===== src/rtl/crossbar_sched_2x2.sv =====
// -----------------------------------------------------------------------------
// crossbar_sched_2x2
//   Registered 2x2 packet crossbar. Each input word has a destination bit that
//   selects out1 (dest=0) or out2 (dest=1). Valid/ready handshakes are used on
//   all four ports. Each output has its own round-robin arbiter, and each output
//   stage holds one registered word.
//
// Ports
//   clk, rst                  clock and asynchronous active-high reset
//   inN_data/dest/valid       upstream word, destination and valid (N = 1, 2)
//   inN_ready                 the word on input N is taken at this edge
//   outK_data/valid           registered output word (K = 1, 2)
//   outK_ready                downstream K accepts the word
//   conflict_cnt              saturating count of contested arbitration cycles
// -----------------------------------------------------------------------------
module crossbar_sched_2x2 #(
   parameter int WIDTH = 8,
   parameter int CNT_W = 8
) (
   input  logic             clk,
   input  logic             rst,
   input  logic [WIDTH-1:0] in1_data,
   input  logic             in1_dest,
   input  logic             in1_valid,
   output logic             in1_ready,
   input  logic [WIDTH-1:0] in2_data,
   input  logic             in2_dest,
   input  logic             in2_valid,
   output logic             in2_ready,
   output logic [WIDTH-1:0] out1_data,
   output logic             out1_valid,
   input  logic             out1_ready,
   output logic [WIDTH-1:0] out2_data,
   output logic             out2_valid,
   input  logic             out2_ready,
   output logic [CNT_W-1:0] conflict_cnt
);

   logic [1:0]       w_out_ready;
   logic [1:0]       w_req1, w_req2;   // request from input 1/2 to each output
   logic [1:0]       w_free;           // output slot can take a word this edge
   logic [1:0]       w_acc1, w_acc2;   // word accepted from input 1/2 per output
   logic [1:0]       w_contest;
   logic [1:0]       w_valid;
   logic [WIDTH-1:0] w_data [2];
   logic [CNT_W-1:0] r_conflict_cnt;

   assign w_out_ready = {out2_ready, out1_ready};

   generate
      for (genvar gi = 0; gi < 2; gi++) begin : g_out
         logic             r_valid;
         logic [WIDTH-1:0] r_data;
         logic             r_prio;   // 0: input 1 wins a contest, 1: input 2 wins
         logic             w_gnt1, w_gnt2;

         assign w_req1[gi] = in1_valid && (in1_dest == 1'(gi));
         assign w_req2[gi] = in2_valid && (in2_dest == 1'(gi));
         // A slot that drains this edge may be refilled on the same edge.
         assign w_free[gi] = !r_valid || w_out_ready[gi];

         assign w_gnt1 = w_req1[gi] && (!w_req2[gi] || !r_prio);
         assign w_gnt2 = w_req2[gi] && (!w_req1[gi] ||  r_prio);

         assign w_acc1[gi]    = w_free[gi] && w_gnt1;
         assign w_acc2[gi]    = w_free[gi] && w_gnt2;
         assign w_contest[gi] = w_free[gi] && w_req1[gi] && w_req2[gi];

         always_ff @(posedge clk or posedge rst) begin
            if (rst) begin
               r_valid <= 1'b0;
               r_data  <= '0;
               r_prio  <= 1'b0;
            end else if (w_free[gi]) begin
               r_valid <= w_acc1[gi] || w_acc2[gi];
               if (w_acc1[gi]) begin
                  r_data <= in1_data;
                  r_prio <= 1'b1;   // winner steps back; input 2 is favoured next
               end else if (w_acc2[gi]) begin
                  r_data <= in2_data;
                  r_prio <= 1'b0;
               end
            end
         end

         assign w_valid[gi] = r_valid;
         assign w_data[gi]  = r_data;
      end
   endgenerate

   // Only one output can be contested per cycle, so an OR is enough.
   always_ff @(posedge clk or posedge rst) begin
      if (rst) begin
         r_conflict_cnt <= '0;
      end else if ((|w_contest) && (r_conflict_cnt != {CNT_W{1'b1}})) begin
         r_conflict_cnt <= r_conflict_cnt + CNT_W'(1);
      end
   end

   // Ready is forced low while reset is held so no word is lost into a clearing slot.
   assign in1_ready = !rst && w_acc1[in1_dest];
   assign in2_ready = !rst && w_acc2[in2_dest];

   assign out1_data    = w_data[0];
   assign out1_valid   = w_valid[0];
   assign out2_data    = w_data[1];
   assign out2_valid   = w_valid[1];
   assign conflict_cnt = r_conflict_cnt;

endmodule

===== config.mk =====
export PLATFORM = sky130hd
export DESIGN_NAME = crossbar_sched_2x2
export DESIGN_NICKNAME = d
export VERILOG_FILES = /design/src/rtl/crossbar_sched_2x2.sv
export SDC_FILE = /design/constraint.sdc
export NUM_CORES = 1
export LEC_CHECK = 0
export BUFFER_PORTS_ARGS = -buffer_cell sky130_fd_sc_hd__buf_4
export CAP_MARGIN = 20
export CORE_ASPECT_RATIO = 1.25
export CORE_MARGIN = 5
export CORE_UTILIZATION = 48
export CTS_CLUSTER_SIZE = 30
export DETAILED_ROUTE_END_ITERATION = 8
export PLACE_DENSITY = 0.79
export SETUP_SLACK_MARGIN = 0.5
export SKIP_LAST_GASP = 1
export SYNTH_ARGS = -nofsm -noshare
export SYNTH_HDL_FRONTEND = slang
export SYNTH_SLANG_ARGS = --single-unit

===== constraint.sdc =====
create_clock -name clk -period 2 [get_ports clk]
set_input_delay 0.6 -clock clk [delete_from_list [all_inputs] [get_ports clk]]
set_output_delay 0.6 -clock clk [all_outputs]
set_load 0.02 [all_outputs]

Word level (Yosys, flattened, before mapping)
Index checks and enable logic that the tools add are counted.
{"block": "word_totals", "regBits": 28, "input_bits": 24, "out_inout_bits": 28, "word_cells": 66}
{"block": "op_classes", "n_addsub": 1, "order_cmp": 2, "eq_ne": 1, "mux": 12, "bitwise_logic": 2, "n_reduce_logical": 41}
{"operator": "$mux W8", "count": 4}
{"operator": "$logic_and A1 B1 Y1", "count": 19}
{"operator": "$logic_not A1 Y1", "count": 9}
{"operator": "$add A8 B1 Y8 const B", "count": 1}
{"operator": "$logic_or A1 B1 Y1", "count": 8}
{"operator": "$mux W1", "count": 8}
{"operator": "$ne A8 B8 Y1 const B", "count": 1}
{"operator": "$lt A1 B2 Y1 const B", "count": 2}
{"operator": "$reduce_and A2 Y1", "count": 2}
{"operator": "$reduce_bool A2 Y1", "count": 2}
{"operator": "$not A1 Y1", "count": 2}
{"operator": "$reduce_or A2 Y1", "count": 1}

Depth between registers and ports, before layout
Gate-level depths: netlist of run 1.
{"block": "depth", "ltp_word": 9, "mapped_depth": 6, "ltp_nobuf": 6}

Least setup slack after synthesis of run 1
No wires, ideal clock.
{"block": "synth_path", "kind": "in2out", "startpoint": "in in2_dest", "endpoint": "out in2_ready", "t_arrival_ps": 1766, "required_time_ps": 1400, "setup_slack_ps": -366, "cell_stages": 4, "n_path_buf": 0, "path_cell_list": "and2b_4 -> a21oi_1 -> a22o_1 -> a221oi_1"}
{"block": "synth_via", "elab_chain_cells": 7, "elab_cells_between_ends": 10, "classes_between": "mux (2); bitwise (1); reduce/logical (7)"}
{"item": "start, declared", "line_no": "27", "source": "input logic in2_dest,"}
{"item": "$not A1 Y1", "line_no": "58", "source": "assign w_req2[gi] = in2_valid && (in2_dest == 1'(gi));"}
{"item": "$logic_and A1 B1 Y1", "line_no": "58"}
{"item": "$logic_and A1 B1 Y1", "line_no": "63", "source": "assign w_gnt2 = w_req2[gi] && (!w_req1[gi] || r_prio);"}
{"item": "$logic_and A1 B1 Y1", "line_no": "66", "source": "assign w_acc2[gi] = w_free[gi] && w_gnt2;"}
{"item": "$mux W1 (implied by the code) (*) (2 in series)", "line_no": "102", "source": "assign in2_ready = !rst && w_acc2[in2_dest];"}
{"item": "$logic_and A1 B1 Y1 (*)", "line_no": "102"}
{"item": "end, declared", "line_no": "29", "source": "output logic in2_ready,"}
Mark *: on every way between the ends. The rest lies on a longest branch, timed or not. The select of a mux whose other input is x is not followed.

Final worst setup path of run 1
Ends and elaborated chain as after synthesis.

==> results.md, run 1 <==
- Status: finished, violations left
- Failing checks: negative setup slack
- Max rail drop VDD: 1.17 mV
- Crit-path cells: buf_6 -> and2b_4 -> buf_6 -> nand2_1 -> a221oi_4 -> buf_6
- CP max-delay cell: a221oi_4
- Post-DRT Antenna Nets: 0
- Clock sink count: 28
- Post-synth EDFFs: 0
- Cells after synthesis: approximately 130
- Post-Route WL: roughly 6000 µm
- Die height: 69.4 µm
- Post-Route Skew: ~0.0031 ns
- DIE AREA: approximately 4000 µm²
- Most frequent cells in the layout: buf_4 (49), buf_6 (43), dfrtp_1 (26), nand2_1 (12), nor2_1 (9)
- DRC Markers: 0
- Num CTS Buffers: 3
- Primary FF master, synth: dfrtp_1
- Vias in the first global route: approximately 1400
- CP required: roughly 1.4 ns
- Slew @ Worst Pin: between 0.4 and 0.5 ns
- Period minus WS final: about 2.3 ns
- Max Clk Rate: ~430 MHz
- Remaining Overflow, GRT: 0
- Crit path buffers/inverters: 3
- First drt pass iteration count: 4
- DR iter-0 viols: 70
- Share of cells above drive strength 1: 0.611
- Top delay family on crit path: simple AND/OR/NAND/NOR gates
- Fin worst setup slack: -0.303 ns
- Crit path DAT: 1.70 ns
- Syn nets: ~150
- TNS Setup: -0.513 ns
- Distinct cells, synth: 25
- Clock Path Buffers: 2
- Worst-path fanout max: 2
- Detailed-route via count: around 1500
- Type of origin of the critical path: input port
- Final-report hold violation count: 0
- Pins over their slew limit: 0
- Setup crit end kind: primary output
- CTS clock-pin slew for the worst setup and hold paths: 0.16 ns
- Synth-to-layout area growth: 90.7%
- Clk_lat worst skew: ~0.35 ns
- Max stage delay on crit path: 0.35 ns
- Ant diodes: 0
- Fin nets: roughly 250
- MaxCap Viol Count: 0
- Largest net degree at the start of global routing: 19
- Synthesized area: approximately 1400 µm²
- Initial Util: 0.501
- Critical path class: input port to primary output
- Initial antenna violation count: 0
- Via density: just under 6
- Pwr Total: ~2200 µW
- Core Footprint: approximately 2700 µm²
- Syn_area_per_cell: roughly 11 µm²
- Detail Placement HPWL: 2720 µm
- Routed len/inst: 23.0 µm
- CTS tree: done
- RSZ-0062 raised after global routing: yes
- Ports: 52
- Die width: approximately 58 µm
- Fin crit share: 1.15
- Final GP Congestion: roughly 0.89
- # rows: 21
- Yosys warns: 0
- H-tree depth: 1
- Commonest non-fill, non-tap cell in the layout: buf_4
- LEAKAGE: ~0.0013 µW
- Hold crit path type: input port to asynchronous set/reset pin
- DP Worst Slack: -0.268 ns
- Gr usage total: 0.212
- Synth Register Bits: 28
- Setup violators final: 2
- Asr flop ratio synth: 1.00
- Rel. slew slack: 0.718
- Port Buf Inserts: 51
- First-pass GRT wire length: approximately 6600 µm
- Seq/Total Area, Yosys: 0.517
- Clock root buffer: clkbuf_4
- PwrDens: 853 nW/µm²
- Most frequent CP cell: buf_6
==> cell usage after synthesis, types with 2 or more instances <==
library cell	count	area (µm²)
nand2_1	19	71.3
nand2b_1	2	12.5
mux2i_1	16	160
nand4_1	7	43.8
o21ai_1	9	45.0
nand3_1	5	25.0
nor2_1	9	33.8
and3_1	2	12.5
xnor2_1	6	52.6
dfrtp_1	28	701
a21oi_1	10	50.1
buf_2	3	15.0
==> registers in the layout, summed over array words and instances, names as in the netlist <==
register      cells
conflict_cnt      8
out1_data         8
out2_data         8
g_out.r_prio      2
out1_valid        1
out2_valid        1
==> worst paths after layout <==
kind / start / endpoint / slack, ns / depth (start not counted)
min in group clk: in1_data[0] / out1_data[0]$_DFFE_PP0P_ / 0.54 / 3
hold reg to reg: out1_data[0]$_DFFE_PP0P_ / out1_data[0]$_DFFE_PP0P_ / 0.54 / 2
hold / removal: rst / out2_valid$_DFFE_PP0P_ / 0.26 / 2
max in group asynchronous: rst / out1_data[0]$_DFFE_PP0P_ / 1.14 / 3
setup / recovery: in2_dest / in2_ready / -0.30 / 6
setup reg to reg: out2_valid$_DFFE_PP0P_ / conflict_cnt[1]$_DFFE_PP0P_ / 0.09 / 10
==> worst reg2reg max path, stage by stage, from the launching register on <==
cell and delay, ns:
dfrtp_1 0.44, nand2b_4 0.10, buf_6 0.09, buf_6 0.09, buf_4 0.10, buf_6 0.08
buf_6 0.08, nand4_1 0.13, a21oi_4 0.25, buf_6 0.15, mux2_4 0.30
==> per-stage QoR <==
stage          cell area (µm²)  utilization  instances  hold slack (ns)
2_1_floorplan             1400            -        129            0.469
3_3_place_gp              1900        0.700        223            0.468
3_5_place_dp              1900        0.700        223            0.477
4_1_cts                   2190        0.810        240            0.267
5_1_grt                   2590        0.956        260            0.287
6_report                  2590        0.956        260            0.259
==> timing repair <==
action | 4_1_cts | 5_1_grt
pin swaps | 13 | 20
gates cloned | 0 | 4
hold buffers | 0 | 0
hold endpoints to repair | 0 | 0
setup endpoints to repair | 48 | 52
buffers inserted | 13 | 16
resized for setup | 41 | 46
==> power breakdown <==
| group | switching [µW] | total (µW) | internal, µW |
|---|---|---|---|
| registers | 123 | 805 | 681 |
| clock network | 185 | 388 | 203 |
| logic | 490 | 1010 | 524 |
==> per-layer routing <==
| metal | wire (µm) | GRT usage | vias to the layer above | share of wire |
|---|---|---|---|---|
| met4 | 279 | 0.0928 | 0 | 0.047 |
| met5 | 0 | 0 | - | 0 |
| li1 | - | - | 648 | - |
| met3 | 317 | 0.0391 | 27 | 0.053 |
| met1 | 2180 | 0.250 | 777 | 0.36 |
| met2 | 3200 | 0.364 | 90 | 0.54 |
==> area by class of cell <==
cell class,count,area (µm²)
Timing Repair Buffer,97,957
Tap cell,34,42.5
Sequential cell,28,703
Clock inverter,1,30.0
Fill cell,61,120
Clock buffer,3,22.5
Multi-Input combinational cell,96,827
Inverter,1,3.75
==> kinds of logic after synthesis <==
| logic type | Yosys count | synth area share |
|---|---|---|
| flip-flops | 28 | 0.517 |
| buffers and inverters | 5 | 0.0194 |
| AO/OA/AOI/OAI | 24 | 0.110 |
| AND/OR/NAND/NOR | 47 | 0.173 |
| multiplexers | 17 | 0.126 |
| adder cells (fa/ha/maj) | 1 | 0.00922 |
| XOR/XNOR | 7 | 0.0452 |
Power figures use the tool's default switching activity.
==> inputs of run 2 (changes only) <==
==> constraint.sdc (replaced) <==
create_clock -name clk -period 2.16 [get_ports clk]
set_input_delay 0.648 -clock clk [delete_from_list [all_inputs] [get_ports clk]]
set_output_delay 0.648 -clock clk [all_outputs]
set_load 0.02 [all_outputs]
==> run 2 against run 1 <==
  * The flow still finishes with violations (negative setup slack)
  * Power decreased by 22%
  * Register-to-register slack better by 0.54 ns
  * Critical path depth is the same
  * Sequential share of layout area is 7.4 points higher
  * Combinational power fell by 34%
  * Worst setup slack improved by 0.13 ns
  * Via count decreased by 23%
  * Global-route usage shrank 2.5 points
  * Final area decreased by 21%
  * Flip-flop and latch count is the same
  * First-iteration DRC count down 69%
  * Core utilization fell by 20 points
==> results.md, run 2 (same netlist as run 1, synthesis figures left out) <==
- Pins over their slew limit: 0
- Clock Path Buffers: 2
- Rel. slew slack: 0.760
- Post-Route Skew: around 0.017 ns
- Fin crit share: 1.08
- Port Buf Inserts: 51
- Routed len/inst: approximately 15 µm
- Fin worst setup slack: -0.173 ns
- Die height: around 70 µm
- Failing checks: negative setup slack
- DIE AREA: 4000 µm²
- Dpl cells: roughly 220
- Crit path DAT: around 1.7 ns
- Non-filler cells in the finished layout: about 230
- First drt pass iteration count: 3
- Type of origin of the critical path: input port
- Die width: between 50 and 60 µm
- Slew @ Worst Pin: approximately 0.36 ns
- Vias in the first global route: between 1000 and 1500
- Initial antenna violation count: 0
- PwrDens: ~850 nW/µm²
- DP Worst Slack: -0.199 ns
- First-pass GRT wire length: ~6000 µm
- Setup crit end kind: primary output
- Commonest non-fill, non-tap cell in the layout: buf_4
- Synth-to-layout area growth: 50.1%
- CP max-delay cell: and2b_4
- Worst-path fanout max: 3
- MaxCap Viol Count: 0
- Clock sink count: 28
- Final GP Congestion: around 0.83
- Largest net degree at the start of global routing: 20
- CTS tree: done
- Max stage delay on crit path: 0.26 ns
- Status: finished, violations left
- DRC Markers: 0
- Num CTS Buffers: 3
- Hold Buf Count CTS: 0
- Ant diodes: 0
- TNS Setup: -0.186 ns
- Post-DRT Antenna Nets: 0
- Post-Route WL: roughly 3500 µm
- Remaining Overflow, GRT: 0
- RSZ-0062 raised after global routing: yes
- Critical path class: input port to primary output
- Period minus WS final: between 2 and 2.5 ns
- Gr usage total: 0.187
- Setup violators final: 2
- Hold crit path type: input port to asynchronous set/reset pin
- # rows: 21
- H-tree depth: 1
- Detailed-route via count: 1195
- Via density: ~5
- CP required: roughly 1.5 ns
- Core Footprint: 2710 µm²
- Crit-path cells: buf_6 -> and2b_4 -> a21oi_2 -> a22o_1 -> a221oi_4 -> buf_6
- DR iter-0 viols: 22
- Initial Util: 0.501
- Most frequent cells in the layout: buf_4 (65), dfrtp_1 (25), nand2_1 (19), mux2i_1 (15)
- Max Clk Rate: approximately 430 MHz
- Clk_lat worst skew: roughly 0.33 ns
- Fin nets: 225
- Final-report hold violation count: 0
- LEAKAGE: ~0.0010 µW
- Max rail drop VDD: between 0.7 and 0.8 mV
- Hold WS: 0.305 ns
- Fillcell total: approximately 190
- Detail Placement HPWL: about 2700 µm
- Clock root buffer: clkbuf_4
- Share of cells above drive strength 1: 0.457
- Most frequent CP cell: buf_6
- Ports: 52
- CTS clock-pin slew for the worst setup and hold paths: roughly 0.16 ns
## run 2: timing repair
action | in CTS | in global routing
endpoints found under the setup margin | 2 | 18
setup buffers | 2 | 4
pin swaps | 6 | 3
gates resized for setup | 4 | 9
## run 2: per-stage QoR
step | instance area [µm²] | power [µW] | utilization
after floorplan | 1400 | 1050 | -
after global placement | 1900 | 1310 | 0.700
after detailed placement | 1900 | 1330 | 0.700
after CTS | 1980 | 1670 | 0.731
after global routing | 2040 | 1830 | 0.752
final | 2040 | 1720 | 0.752
## run 2: layout make-up
type,instances,area [µm²],area share
clock buffer,3,22.5,0.0111
clock inverter,1,30.0,0.0148
inverter,1,3.75,0.00184
multi-input combinational,96,684,0.336
sequential,28,704,0.346
tap,34,42.5,0.0209
timing repair buffer,70,548,0.269
## run 2: worst max-delay path: cells and delay by family
| kind | cells | cell delay [ns] |
|---|---|---|
| compound gates | 3 | 0.54 |
| buf+inv | 2 | 0.24 |
| simple gates | 1 | 0.26 |
## run 2: layer usage
metal | vias to the layer above | part of all wire | GRT usage | routed length (µm)
met1 | 572 | 0.37 | 0.200 | 1290
li1 | 596 | - | - | -
met3 | 2 | 0.050 | 0.0335 | 175
met2 | 25 | 0.58 | 0.364 | 2010
met5 | - | 0 | 0 | 0
met4 | 0 | 0.0060 | 0.0387 | 21
## run 2: final timing paths
path | to | cells past startpoint | slack [ns] | startpoint
setup / recovery | in2_ready | 6 | -0.17 | in2_dest
hold / removal | conflict_cnt[1]$_DFFE_PP0P_ | 2 | 0.31 | rst
setup reg to reg | conflict_cnt[6]$_DFFE_PP0P_ | 6 | 0.63 | conflict_cnt[0]$_DFFE_PP0P_
hold reg to reg | out1_data[7]$_DFFE_PP0P_ | 2 | 0.51 | out1_data[7]$_DFFE_PP0P_
max in group asynchronous | g_out[1].r_prio$_DFFE_PP0P_ | 3 | 1.27 | rst
min in group clk | out1_data[7]$_DFFE_PP0P_ | 2 | 0.51 | out1_data[7]$_DFFE_PP0P_
## run 2: power breakdown
group / switching (µW) / total, µW / internal (µW)
combinational: 340 / 663 / 324
clock: 152 / 340 / 188
sequential: 87.5 / 718 / 631
==> inputs of run 3 (changes only) <==
--- a/config.mk
+++ b/config.mk
@@ -7,12 +7,14 @@
 export LEC_CHECK = 0
 export BUFFER_PORTS_ARGS = -buffer_cell sky130_fd_sc_hd__buf_4
 export CAP_MARGIN = 20
+export CELL_PAD_IN_SITES_DETAIL_PLACEMENT = 0
+export CELL_PAD_IN_SITES_GLOBAL_PLACEMENT = 2
 export CORE_ASPECT_RATIO = 1.25
 export CORE_MARGIN = 5
-export CORE_UTILIZATION = 48
+export CORE_UTILIZATION = 28
 export CTS_CLUSTER_SIZE = 30
 export DETAILED_ROUTE_END_ITERATION = 8
-export PLACE_DENSITY = 0.79
+export PLACE_DENSITY_LB_ADDON = 0.1
 export SETUP_SLACK_MARGIN = 0.5
 export SKIP_LAST_GASP = 1
 export SYNTH_ARGS = -nofsm -noshare
==> run 3 against run 2 <==
  * The run still ends with negative setup slack left
  * Clock power shrank 3%
  * Register-to-register slack gained 0.02 ns
  * Combinational power shrank 3%
  * Hold slack gained 0.17 ns
  * Critical path type unchanged
==> results.md, run 3 (same netlist as run 1, synthesis figures left out) <==
- MaxCap Viol Count: 0
- PwrDens: approximately 800 nW/µm²
- Post-DRT Antenna Nets: 0
- First drt pass iteration count: 3
- Clock sink count: 28
- Most frequent cells in the layout: buf_4 (58), dfrtp_1 (28), nand2_1 (18), mux2i_1 (14)
- Max Clk Rate: approximately 430 MHz
- RSZ-0062 raised after global routing: yes
- Clock Path Buffers: 2
- Via density: approximately 4.5
- Fin util: 0.448
- Ant diodes: 0
- Setup crit end kind: primary output
- Period minus WS final: around 2.3 ns
- Detailed-route via count: around 1200
- Worst-path fanout max: 4
- Synth-to-layout area growth: 56.2%
- Detail Placement HPWL: around 2700 µm
- Post-Route WL: about 3700 µm
- Vias in the first global route: between 1000 and 1500
- H-tree depth: 1
- Commonest non-fill, non-tap cell in the layout: buf_4
- Largest net degree at the start of global routing: 29
- Core Footprint: 4730 µm²
- Die width: between 70 and 80 µm
- Failing checks: negative setup slack
- Fin crit share: 1.07
- Gr usage total: 0.117
- CTS tree: done
- Sequential share of power: 0.425
- Slew @ Worst Pin: roughly 0.42 ns
- Rel. slew slack: 0.720
- Non-filler cells in the finished layout: around 260
- Ports: between 50 and 60
- CTS clock-pin slew for the worst setup and hold paths: around 0.090 ns
- First-pass GRT wire length: 5910 µm
- DIE AREA: roughly 6300 µm²
- Clock root buffer: clkbuf_8
- CP required: 1.51 ns
- Dpl cells: 246
- Num CTS Buffers: 3
- Share of cells above drive strength 1: 0.449
- Internal power: 1110 µW
- Die height: a little under 90 µm
- Switching pwr: 587 µW
- Hold Buf Count CTS: 0
- Fin worst setup slack: -0.146 ns
- Status: finished, violations left
- Routed len/inst: between 10 and 15 µm
- # rows: 28
- Hold crit path type: input port to asynchronous set/reset pin
- Post-Route Skew: 0.00525 ns
- Final GP Congestion: between 0.7 and 0.8
- Max rail drop VDD: just under 0.6 mV
- Pins over their slew limit: 0
- DR iter-0 viols: 31
- LEAKAGE: 0.00106 µW
- Critical path class: input port to primary output
- Sw frac: 0.347
- Final-report hold violation count: 0
- Crit path DAT: about 1.7 ns
- DRC Markers: 0
- Initial Util: 0.287
- Pwr Total: approximately 1700 µW
- Fin nets: around 220
- Type of origin of the critical path: input port
- Initial antenna violation count: 0
- Clk_lat worst skew: ~0.28 ns
- Setup violators final: 2
- Clk pwr share: 0.195
- Combinational share of power: 0.380
- Port Buf Inserts: just over 50
- Remaining Overflow, GRT: 0
-- run 3: cell types whose count changed in the layout (fill, tap and decap cells not counted), moves of 2 or more --
cell      previous run  this run
buf_6                4         7
nand3_2              2         0
buf_4               65        58
dfrtp_1             25        28
dfrtp_2              3         0
clkbuf_4             3         0
clkbuf_8             0         4
-- run 3: routing by layer --
| metal | part of all wire | routed length (µm) | up-vias | track usage |
|---|---|---|---|---|
| met5 | 0 | 0 | - | 0 |
| met4 | 0.010 | 38 | 0 | 0.0359 |
| met3 | 0.064 | 235 | 4 | 0.0230 |
| met2 | 0.52 | 1910 | 32 | 0.200 |
| met1 | 0.41 | 1510 | 534 | 0.147 |
| li1 | - | - | 587 | - |
-- run 3: repair_timing --
| item | in CTS | in global routing |
|---|---|---|
| buffers inserted | 0 | 5 |
| pin swaps | 3 | 9 |
| setup endpoints to repair | 6 | 18 |
| endpoints found under the hold margin | 0 | 0 |
| cloned | 0 | 1 |
| resized for setup | 3 | 19 |
-- run 3: path summary, 6_finish.rpt --
kind / startpoint / endpoint / slack [ns] / cells past startpoint
max in group asynchronous: rst / conflict_cnt[5]$_DFFE_PP0P_ / 1.42 / 3
hold reg to reg: out1_data[0]$_DFFE_PP0P_ / out1_data[0]$_DFFE_PP0P_ / 0.49 / 2
min in group clk: out1_data[0]$_DFFE_PP0P_ / out1_data[0]$_DFFE_PP0P_ / 0.49 / 2
hold / removal: rst / out1_valid$_DFFE_PP0P_ / 0.47 / 3
setup / recovery: in2_dest / in2_ready / -0.15 / 6
setup reg to reg: conflict_cnt[0]$_DFFE_PP0P_ / conflict_cnt[1]$_DFFE_PP0P_ / 0.65 / 5
-- run 3: final cells by class --
cell class / count / area, µm²
Fill cell: 466 / 2610
Multi-Input combinational cell: 96 / 724
Sequential cell: 28 / 701
Timing Repair Buffer: 67 / 559
Tap cell: 60 / 75.1
Clock buffer: 4 / 55.1
Inverter: 1 / 3.75
-- run 3: worst max-delay path: stages --
cell and delay, ns:
buf_6 0.09, and2b_4 0.26, a21oi_2 0.05, a22o_1 0.23, a221oi_4 0.23, buf_6 0.15
-- run 3: power groups by stage --
stage               clock network, µW  logic [µW]  registers, µW
CTS                               348         605            720
global placement                    0         590            725
finish                            329         643            719
global route                      364         697            739
detailed placement                  0         601            729
floorplan                           0         210            836
-- run 3: through the flow --
step	instance area (µm²)	setup TNS (ns)	worst slack [ns]	hold WS (ns)
global route	2120	-0.344	-0.185	0.520
finish	2120	-0.264	-0.146	0.473
CTS	1970	-0.239	-0.184	0.488
floorplan	1400	-0.0449	-0.0449	0.469
detailed placement	1910	-0.244	-0.212	0.479
global placement	1910	-0.227	-0.202	0.468
